[config.mk]
export PLATFORM = sky130hd
export DESIGN_NAME = rptr_empty_lvl
export DESIGN_NICKNAME = d
export VERILOG_FILES = /design/src/rtl/async_fifo_pkg.sv /design/src/rtl/rptr_empty_lvl_gray2bin_conv.sv /design/src/rtl/rptr_empty_lvl.sv
export SDC_FILE = /design/constraint.sdc
export NUM_CORES = 1
export LEC_CHECK = 0
export CORE_UTILIZATION = 40
export CTS_BUF_LIST = sky130_fd_sc_hd__clkbuf_4 sky130_fd_sc_hd__clkbuf_8
export DETAILED_ROUTE_END_ITERATION = 8
export PLACE_DENSITY = 0.8
export SLEW_MARGIN = 10
export SYNTH_ARGS = -nofsm -noshare
export SYNTH_HDL_FRONTEND = slang
export SYNTH_HIERARCHICAL = 1
export SYNTH_SLANG_ARGS = --single-unit
[constraint.sdc]
create_clock -name rclk -period 5 [get_ports rclk]
set_clock_uncertainty 0.15 [all_clocks]
set_input_delay 1.5 -clock rclk [delete_from_list [all_inputs] [get_ports rclk]]
set_output_delay 1.5 -clock rclk [all_outputs]
set_load 0.1 [all_outputs]
[src/rtl/async_fifo_pkg.sv]
// Shared pointer helpers for the async FIFO read and write controllers.
// Contents: FIFO_ASIZE/PTR_W sizing, ptr_t pointer type, bin2gray and gray2bin.
package async_fifo_pkg;

  localparam int unsigned FIFO_ASIZE = 4;
  localparam int unsigned PTR_W      = FIFO_ASIZE + 1;

  typedef logic [FIFO_ASIZE:0] ptr_t;

  // Binary to reflected Gray code.
  function automatic ptr_t bin2gray(input ptr_t b);
    return (b >> 1) ^ b;
  endfunction

  // Gray to binary: each binary bit is the XOR of all Gray bits at or above it.
  function automatic ptr_t gray2bin(input ptr_t g);
    ptr_t b;
    b = '0;
    b[FIFO_ASIZE] = g[FIFO_ASIZE];
    for (int i = int'(FIFO_ASIZE) - 1; i >= 0; i--) begin
      b[i] = b[i+1] ^ g[i];
    end
    return b;
  endfunction

endpackage

[src/rtl/rptr_empty_lvl_gray2bin_conv.sv]
// gray2bin_conv: parametrised combinational Gray-to-binary converter.
// Ports: gray (in, W bits), bin (out, W bits, combinational).
module gray2bin_conv
  import async_fifo_pkg::*;
#(
  parameter int unsigned W = PTR_W
) (
  input  logic [W-1:0] gray,
  output logic [W-1:0] bin
);

  // XOR prefix from the MSB down.
  always_comb begin
    bin = '0;
    bin[W-1] = gray[W-1];
    for (int i = int'(W) - 2; i >= 0; i--) begin
      bin[i] = bin[i+1] ^ gray[i];
    end
  end

endmodule

[src/rtl/rptr_empty_lvl.sv]
// rptr_empty_lvl: read-domain pointer/flag controller for the async FIFO.
// Keeps binary read address and Gray read pointer, registered empty,
// fill level and almost-empty flags, and an optional sticky underflow flag.
// Optional feature macro: RPTR_UDF_EN (enables rudf / rudf_clr behaviour).
// Ports:
//   rclk, rrst_n   read clock, async active-low reset
//   rinc           read request
//   raempty_thr    almost-empty threshold (quasi-static)
//   rq2_wptr       write pointer (Gray) synchronised into rclk
//   rudf_clr       clear sticky underflow
//   rpop           read accepted this cycle (combinational)
//   raddr          binary memory read address
//   rptr           Gray read pointer to the write domain
//   rempty         FIFO empty
//   raempty        level <= raempty_thr
//   rlevel         words available, 0..2**ASIZE
//   rudf           sticky underflow
module rptr_empty_lvl
  import async_fifo_pkg::*;
#(
  parameter int unsigned ASIZE      = 4,
  parameter int unsigned AEMPTY_RST = 1
) (
  input  logic             rclk,
  input  logic             rrst_n,
  input  logic             rinc,
  input  logic [ASIZE:0]   raempty_thr,
  input  logic [ASIZE:0]   rq2_wptr,
  input  logic             rudf_clr,
  output logic             rpop,
  output logic [ASIZE-1:0] raddr,
  output logic [ASIZE:0]   rptr,
  output logic             rempty,
  output logic             raempty,
  output logic [ASIZE:0]   rlevel,
  output logic             rudf
);

  localparam int unsigned PW = ASIZE + 1;

  logic [ASIZE:0] rbin_q,    rbin_d;
  logic [ASIZE:0] rptr_q,    rptr_d;
  logic           rempty_q,  rempty_d;
  logic           raempty_q, raempty_d;
  logic [ASIZE:0] rlevel_q,  rlevel_d;
  logic           rudf_q,    rudf_d;
  logic [ASIZE:0] wbin;

  // AEMPTY_RST only documents the threshold assumed around reset.
  logic [31:0] unused_aempty_rst;
  assign unused_aempty_rst = 32'(AEMPTY_RST);

  gray2bin_conv #(.W(PW)) u_wptr_conv (
    .gray (rq2_wptr),
    .bin  (wbin)
  );

  // Next pointer, flags and level; everything derives from the post-pop pointer.
  always_comb begin
    rpop      = rinc & ~rempty_q;
    rbin_d    = rbin_q + PW'(rpop);
    rptr_d    = (rbin_d >> 1) ^ rbin_d;
    rempty_d  = (rptr_d == rq2_wptr);
    rlevel_d  = wbin - rbin_d;
    raempty_d = (rlevel_d <= raempty_thr);
  end

`ifdef RPTR_UDF_EN
  // Sticky underflow; a new underflow beats a simultaneous clear.
  always_comb begin
    rudf_d = rudf_q;
    if (rinc && rempty_q) begin
      rudf_d = 1'b1;
    end else if (rudf_clr) begin
      rudf_d = 1'b0;
    end
  end
`else
  logic unused_rudf_clr;
  assign unused_rudf_clr = rudf_clr;

  always_comb begin
    rudf_d = 1'b0;
  end
`endif

  always_ff @(posedge rclk or negedge rrst_n) begin
    if (!rrst_n) begin
      rbin_q    <= '0;
      rptr_q    <= '0;
      rempty_q  <= 1'b1;
      raempty_q <= 1'b1;
      rlevel_q  <= '0;
      rudf_q    <= 1'b0;
    end else begin
      rbin_q    <= rbin_d;
      rptr_q    <= rptr_d;
      rempty_q  <= rempty_d;
      raempty_q <= raempty_d;
      rlevel_q  <= rlevel_d;
      rudf_q    <= rudf_d;
    end
  end

  assign raddr   = rbin_q[ASIZE-1:0];
  assign rptr    = rptr_q;
  assign rempty  = rempty_q;
  assign raempty = raempty_q;
  assign rlevel  = rlevel_q;
  assign rudf    = rudf_q;

endmodule

==> results of run 1 <==
## routing by layer
metal	share of wire (%)	global-route usage (%)
met5	0	0
met4	1.7	7.89
met3	5.1	2.90
met2	50	26.6
met1	44	19.0
## through the flow
stage          setup slack [ns]  utilization [%]  hold WS, ns  cells
2_1_floorplan            0.0854                -        0.888     92
3_3_place_gp              0.346             57.6        0.376    146
3_5_place_dp              0.276             57.6        0.388    146
4_1_cts                   0.548             58.6        0.406    149
5_1_grt                   0.365             58.6        0.467    149
6_report                  0.529             58.6        0.402    149
## cell usage after synthesis (all sizes together)
cell     instances  area, um^2
a2111oi          2        23.8
xnor2           14         123
maj3             1        10.0
nor2             5        18.8
nand2b           1        6.26
inv             10        37.5
buf              3        26.3
nor2b            2        12.5
nor3             2        10.0
dfrtp           14         350
xnor3            1        22.5
conb             1        3.75
nand3            4        32.5
nand2            3        11.3
ha               9         113
or3              1        6.26
and3b            1        8.76
xor2            10         114
a31oi            1        6.26
o22ai            1        6.26
mux2i            1        10.0
o21a             3        22.5
dfstp            2        52.6
## state kept, by name, indices dropped and copies added, names as in the netlist
| signal | cells |
|---|---|
| rlevel | 5 |
| rempty | 1 |
| rbin_q | 5 |
| rptr | 4 |
| raempty | 1 |
## cell families after synthesis
kind of cell / count (synthesis)
other: 1
adder cells (fa/ha/maj): 10
XOR/XNOR: 25
AO/OA/AOI/OAI: 7
buffers and inverters: 13
flip-flops: 16
AND/OR/NAND/NOR: 19
multiplexers: 1
## path summary, 6_finish.rpt
path | slack, ns | to | from
max | 0.53 | raempty | rq2_wptr[4]
min | 0.40 | rbin_q[0] | rbin_q[0]
max reg2reg | 1.94 | raempty | rempty
min reg2reg | 0.40 | rbin_q[0] | rbin_q[0]
max in group asynchronous | 2.77 | rbin_q[2] | rrst_n
min in group asynchronous | 1.49 | rptr[2] | rrst_n
## area by class of cell
type / instances / share of cell area, %
Tap cell: 28 / 2.58
Inverter: 10 / 2.76
Clock buffer: 3 / 1.66
Timing Repair Buffer: 29 / 22.1
Sequential cell: 16 / 29.7
Multi-Input combinational cell: 63 / 41.3
==> flow_summary.rst, run 1 <==
.. list-table::
   :header-rows: 1

   * - Metric
     - Value
   * - Combinational family with the most area after synthesis
     - XOR/XNOR gates
   * - Share of cell area taken by muxes after synthesis
     - 0.974%
   * - Vias post-DR
     - 698
   * - Buffers from clock root to sink, at most
     - 2
   * - IO Pins
     - 32
   * - Floorplan die area
     - 2770 um^2
   * - Routability cong.
     - 0.788
   * - Die H
     - 52.7 um
   * - Synthesized net count
     - 115
   * - Hold Crit Class
     - register to register
   * - Sequential share of the synthesized area
     - 39.2%
   * - Combined flip-flop and latch cell area
     - 403 um^2
   * - Post-cts gate resize count
     - 0
   * - Number of setup buffers added after CTS
     - 0
   * - Worst Path Buf+Inv
     - 3
   * - Hold-fix buffers, CTS
     - 0
   * - Final cycle utilization of the critical path
     - 89.4%
   * - Aggregate global routing overflow
     - 0
   * - Maximum net fanout on the critical path
     - 4
   * - Register bit total from synthesis
     - 16
   * - Net total in the final layout
     - 146
   * - Worst setup EP type
     - register
   * - WL/cell
     - 12.1 um
   * - Maximum number of pins on one net before global-route repair
     - 17
   * - GR Util All Layers
     - 15.8%
   * - Least-Margin Pin Slew
     - 0.982 ns
   * - Most frequent cells in the layout
     - sky130_fd_sc_hd__clkdlybuf4s50_1, sky130_fd_sc_hd__xnor2_1, sky130_fd_sc_hd__dfrtp_1
   * - Hold path cells
     - 1
   * - Post-detailed-route count of antenna-violating nets
     - 0
   * - Area share of and/or/nand/nor cells after synthesis
     - 10.4%
   * - Ant diodes
     - 0
   * - Drt first-iter violations
     - 13
   * - Area of the placeable core
     - 2320 um^2
   * - Post-detailed-placement half-perimeter wirelength
     - 1500 um
   * - Clock Tree Root
     - sky130_fd_sc_hd__clkbuf_4
   * - Yosys cell types
     - 29
   * - Cells along the critical path
     - clkdlybuf4s50_1, xor2_2, xnor3_1, inv_1, ha_1, inv_1, nand2_1, a31oi_1, maj3_1, xor2_1, ha_1, o21a_1, o21a_1, o22ai_1
   * - Max Slew Vio Count
     - 0
   * - Number of global-route vias before repair
     - 719
   * - Share of cells above drive strength 1
     - 9.09%
   * - Via-per-instance ratio
     - 4.68
   * - Number of sinks on the clock net
     - 16
   * - Initial antenna violation count
     - 0
   * - Element type at the critical path start
     - primary input
   * - Sum Neg Setup Slack
     - 0 ns
   * - Skew-Pair Late Insertion Delay
     - 0.27 ns
   * - Normalized max-slew margin
     - 34.3%
   * - Adder and majority gate portion of the synthesized area
     - 11.9%
   * - Xor-xnor portion of the synthesized cell area
     - 25.2%
   * - Cells after Synth
     - 92
   * - Number of synthesis warnings
     - 6
   * - Area of the multi-input gates
     - 561 um^2
   * - Max Clk Rate
     - 0.224 GHz
   * - Area of placed instances
     - 1340 um^2
   * - IO buf count
     - 29
   * - Clock H-tree levels
     - 1
   * - Count of filler cells inserted in the layout
     - 209
   * - Final-report setup violation count
     - 0
   * - Post-route DRC violation count
     - 0
   * - Run status
     - completed
   * - Final wirelength
     - 1800 um
   * - Total clock buffers created by CTS
     - 3
   * - TritonCTS clock tree
     - yes
   * - CP Class
     - primary input to register
   * - Initial core utilization
     - 44.3%
   * - Clock transition at path regs
     - 0.09 ns
   * - Delay of the slowest cell on the worst path
     - 0.57 ns
   * - First-pass iteration count of the detailed router
     - 4
   * - Clock period minus worst slack
     - 4.47 ns
   * - Total number of placement rows
     - 17
   * - Mapped Avg Cell Area
     - 11.2 um^2
   * - Worst reg2reg path depth
     - 11
   * - Die X
     - 52.7 um
   * - Critical path required time
     - 5.05 ns
   * - Worst path top cell family by delay
     - adder cells
   * - Cell with the biggest individual delay on the critical path
     - sky130_fd_sc_hd__clkdlybuf4s50_1
   * - Max-cap check violation count
     - 0
   * - Worst path depth
     - 14
   * - Share of the synthesized area in compound gates (AO/OA/AOI/OAI)
     - 5.72%
   * - Final number of hold-violating endpoints
     - 0
   * - Fin area
     - 1360 um^2
   * - Most common library cell in the layout ignoring fill and taps
     - sky130_fd_sc_hd__clkdlybuf4s50_1
   * - Area overhead of the layout relative to synthesis
     - 32.3%
   * - Setup repair after global routing missed its margin
     - false
   * - Global-route wire length before repair
     - 3170 um
   * - CP Data Arrival Time
     - 4.52 ns
   * - Synthesized cell area
     - 1030 um^2
Power of run 1 is not shown: default switching activity piles up to over one toggle a cycle in this logic, so the estimate is an artifact.
==> run 2, diff against run 1 <==
--- a/config.mk
+++ b/config.mk
@@ -6,7 +6,8 @@
 export NUM_CORES = 1
 export LEC_CHECK = 0
 export CORE_UTILIZATION = 40
-export CTS_BUF_LIST = sky130_fd_sc_hd__clkbuf_4 sky130_fd_sc_hd__clkbuf_8
+export CTS_BUF_LIST = sky130_fd_sc_hd__clkbuf_4
+export CTS_CLUSTER_DIAMETER = 40
 export DETAILED_ROUTE_END_ITERATION = 8
 export PLACE_DENSITY = 0.8
 export SLEW_MARGIN = 10
==> constraint.sdc (replaced) <==
create_clock -name rclk -period 5.61 [get_ports rclk]
set_clock_uncertainty 0.15 [all_clocks]
set_input_delay 1.683 -clock rclk [delete_from_list [all_inputs] [get_ports rclk]]
set_output_delay 1.683 -clock rclk [all_outputs]
set_load 0.1 [all_outputs]
==> run 2 against run 1 <==
  * Worst setup slack gained 0.44 ns
  * Die area is the same
  * Count of clock-buffer cells in the layout is the same
==> flow_summary.rst, run 2 (same netlist as run 1, synthesis figures left out) <==
.. list-table::
   :header-rows: 1

   * - Metric
     - Value
   * - Run status
     - completed
   * - Area overhead of the layout relative to synthesis
     - 31.1%
   * - CP Data Arrival Time
     - 4.69 ns (+0.17 ns)
   * - Most common library cell in the layout ignoring fill and taps
     - sky130_fd_sc_hd__clkdlybuf4s50_1
   * - Worst path top cell family by delay
     - adder cells
   * - IO buf count
     - 29 (unchanged)
   * - Worst hold slack across all endpoints
     - 0.401 ns (-0.000579 ns)
   * - WL/cell
     - 12.3 um (+2.1%)
   * - Total number of placement rows
     - 17 (unchanged)
   * - Maximum net fanout on the critical path
     - 4 (unchanged)
   * - Final cycle utilization of the critical path
     - 82.7%
   * - Worst reg2reg path depth
     - 11 (unchanged)
   * - Aggregate global routing overflow
     - 0 (unchanged)
   * - Ant diodes
     - 0 (unchanged)
   * - Initial antenna violation count
     - 0 (unchanged)
   * - Cell with the biggest individual delay on the critical path
     - sky130_fd_sc_hd__clkdlybuf4s50_1
   * - Number of global-route vias before repair
     - 715 (-0.56%)
   * - Clock period minus worst slack
     - 4.64 ns
   * - Cells along the critical path
     - clkdlybuf4s50_1, xor2_2, xnor3_1, inv_1, ha_1, inv_1, nand2_1, a31oi_1, maj3_1, xor2_1, ha_1, o21a_1, o21a_1, o22ai_1
   * - Floorplan die area
     - 2770 um^2 (unchanged)
   * - Maximum number of pins on one net before global-route repair
     - 17 (unchanged)
   * - Buffers from clock root to sink, at most
     - 2 (unchanged)
   * - Element type at the critical path start
     - primary input
   * - Clock transition at path regs
     - 0.08 ns (about the same)
   * - Global-route wire length before repair
     - 3060 um (-3.7%)
   * - Post-detailed-placement half-perimeter wirelength
     - 1520 um (+1.2%)
   * - Number of setup buffers added after CTS
     - 0 (unchanged)
   * - Delay of the slowest cell on the worst path
     - 0.57 ns (about the same)
   * - Post-cts gate resize count
     - 0 (unchanged)
   * - GR Util All Layers
     - 15.7% (-0.070 points)
   * - Hold Crit Class
     - register to register
   * - Max Clk Rate
     - 0.216 GHz
   * - Area of placed instances
     - 1320 um^2 (-0.94%)
   * - Net total in the final layout
     - 146 (unchanged)
   * - Clock H-tree levels
     - 1 (unchanged)
   * - Share of cells above drive strength 1
     - 9.09% (unchanged)
   * - Critical path required time
     - 5.67 ns (+0.62 ns)
   * - Initial core utilization
     - 44.3% (unchanged)
   * - Drt first-iter violations
     - 5 (-8)
   * - Skew-Pair Late Insertion Delay
     - 0.28 ns (about the same)
   * - Total clock buffers created by CTS
     - 3 (unchanged)
   * - Die X
     - 52.7 um (unchanged)
   * - First-pass iteration count of the detailed router
     - 4 (unchanged)
   * - Worst Path Buf+Inv
     - 3 (unchanged)
   * - Setup repair after global routing missed its margin
     - false
   * - Number of sinks on the clock net
     - 16 (unchanged)
   * - Clock Tree Root
     - sky130_fd_sc_hd__clkbuf_4
   * - Max Slew Vio Count
     - 0 (unchanged)
   * - Most frequent cells in the layout
     - sky130_fd_sc_hd__clkdlybuf4s50_1, sky130_fd_sc_hd__xnor2_1, sky130_fd_sc_hd__dfrtp_1
   * - Busiest metal layer after global routing
     - met2
   * - Area of the placeable core
     - 2320 um^2 (unchanged)
   * - Final wirelength
     - 1840 um (+2.1%)
   * - Vias post-DR
     - 703 (+0.72%)
   * - Count of filler cells inserted in the layout
     - 206 (-1.4%)
   * - Least-Margin Pin Slew
     - 0.974 ns (-0.00826 ns)
   * - Hold path cells
     - 1 (unchanged)
   * - Instance count after placement with tap cells included
     - 146 (unchanged)
   * - Max-cap check violation count
     - 0 (unchanged)
   * - Routing usage on met3
     - 2.03% (-0.87 points)
   * - Worst path depth
     - 14 (unchanged)
   * - Hold-fix buffers, CTS
     - 0 (unchanged)
   * - Worst setup EP type
     - register
   * - IO Pins
     - 32 (unchanged)
   * - Final number of hold-violating endpoints
     - 0 (unchanged)
   * - Routability cong.
     - 0.787 (-0.10%)
   * - TritonCTS clock tree
     - yes
   * - Number of cells in the finished layout apart from fillers
     - 149 (unchanged)
   * - Post-detailed-route count of antenna-violating nets
     - 0 (unchanged)
   * - CP Class
     - primary input to register
   * - Via-per-instance ratio
     - 4.72 (+0.72%)
   * - Sum Neg Setup Slack
     - 0 ns (unchanged)
   * - Met2 Usage GRT
     - 25.1% (-1.5 points)
   * - Post-route DRC violation count
     - 0 (unchanged)
   * - Die H
     - 52.7 um (unchanged)
   * - Global-route track usage on met1
     - 19.5% (+0.51 points)
   * - Final-report setup violation count
     - 0 (unchanged)
   * - Normalized max-slew margin
     - 34.9% (+0.55 points)
   * - Fin area
     - 1350 um^2 (-0.92%)
-- run 2: cell counts in the layout (fill, tap and decap cells not counted) --
Identical to the previous run, type by type.
-- run 2: layout make-up --
type	count	area, um^2	area share, %
clock buffers	3	22.5	1.67
well taps	28	35.0	2.60
repair buffers	29	288	21.4
inverters	10	37.5	2.79
flip-flops and latches	16	403	29.9
multi-input cells	63	561	41.6
-- run 2: per-stage QoR --
stage          util (%)  worst slack [ns]
2_1_floorplan         -             0.512
3_3_place_gp       57.1             0.772
3_5_place_dp       57.1             0.669
4_1_cts            58.1             0.969
5_1_grt            58.1             0.800
6_report           58.1             0.970
-- run 2: worst paths after layout --
check | start | endpoint | slack [ns]
hold reg to reg | rbin_q[0] | rbin_q[0] | 0.40
setup / recovery | rq2_wptr[4] | raempty | 0.97
setup reg to reg | rempty | raempty | 2.47
max in group asynchronous | rrst_n | rbin_q[2] | 3.19
hold / removal | rbin_q[0] | rbin_q[0] | 0.40
min in group asynchronous | rrst_n | rbin_q[1] | 1.67
-- run 2: worst reg2reg max path, delay by kind of cell (launching register included) --
family	cells	cell delay (ns)
adders and majority gates	2	0.53
AOI/OAI and AO/OA	4	0.59
xor gates and xnor gates	3	0.83
DFF	1	0.54
buffers and inverters	1	0.15
and+or+nand+nor	1	0.27
-- run 2: routing by layer --
layer / part of all wire, % / vias up / wire length (um)
met3: 3.3 / 5 / 61
met1: 44 / 328 / 805
li1: - / 354 / -
met5: 0 / - / 0
met4: 3.2 / 0 / 58
met2: 50 / 16 / 911
Power of run 2 is left out for the same reason.
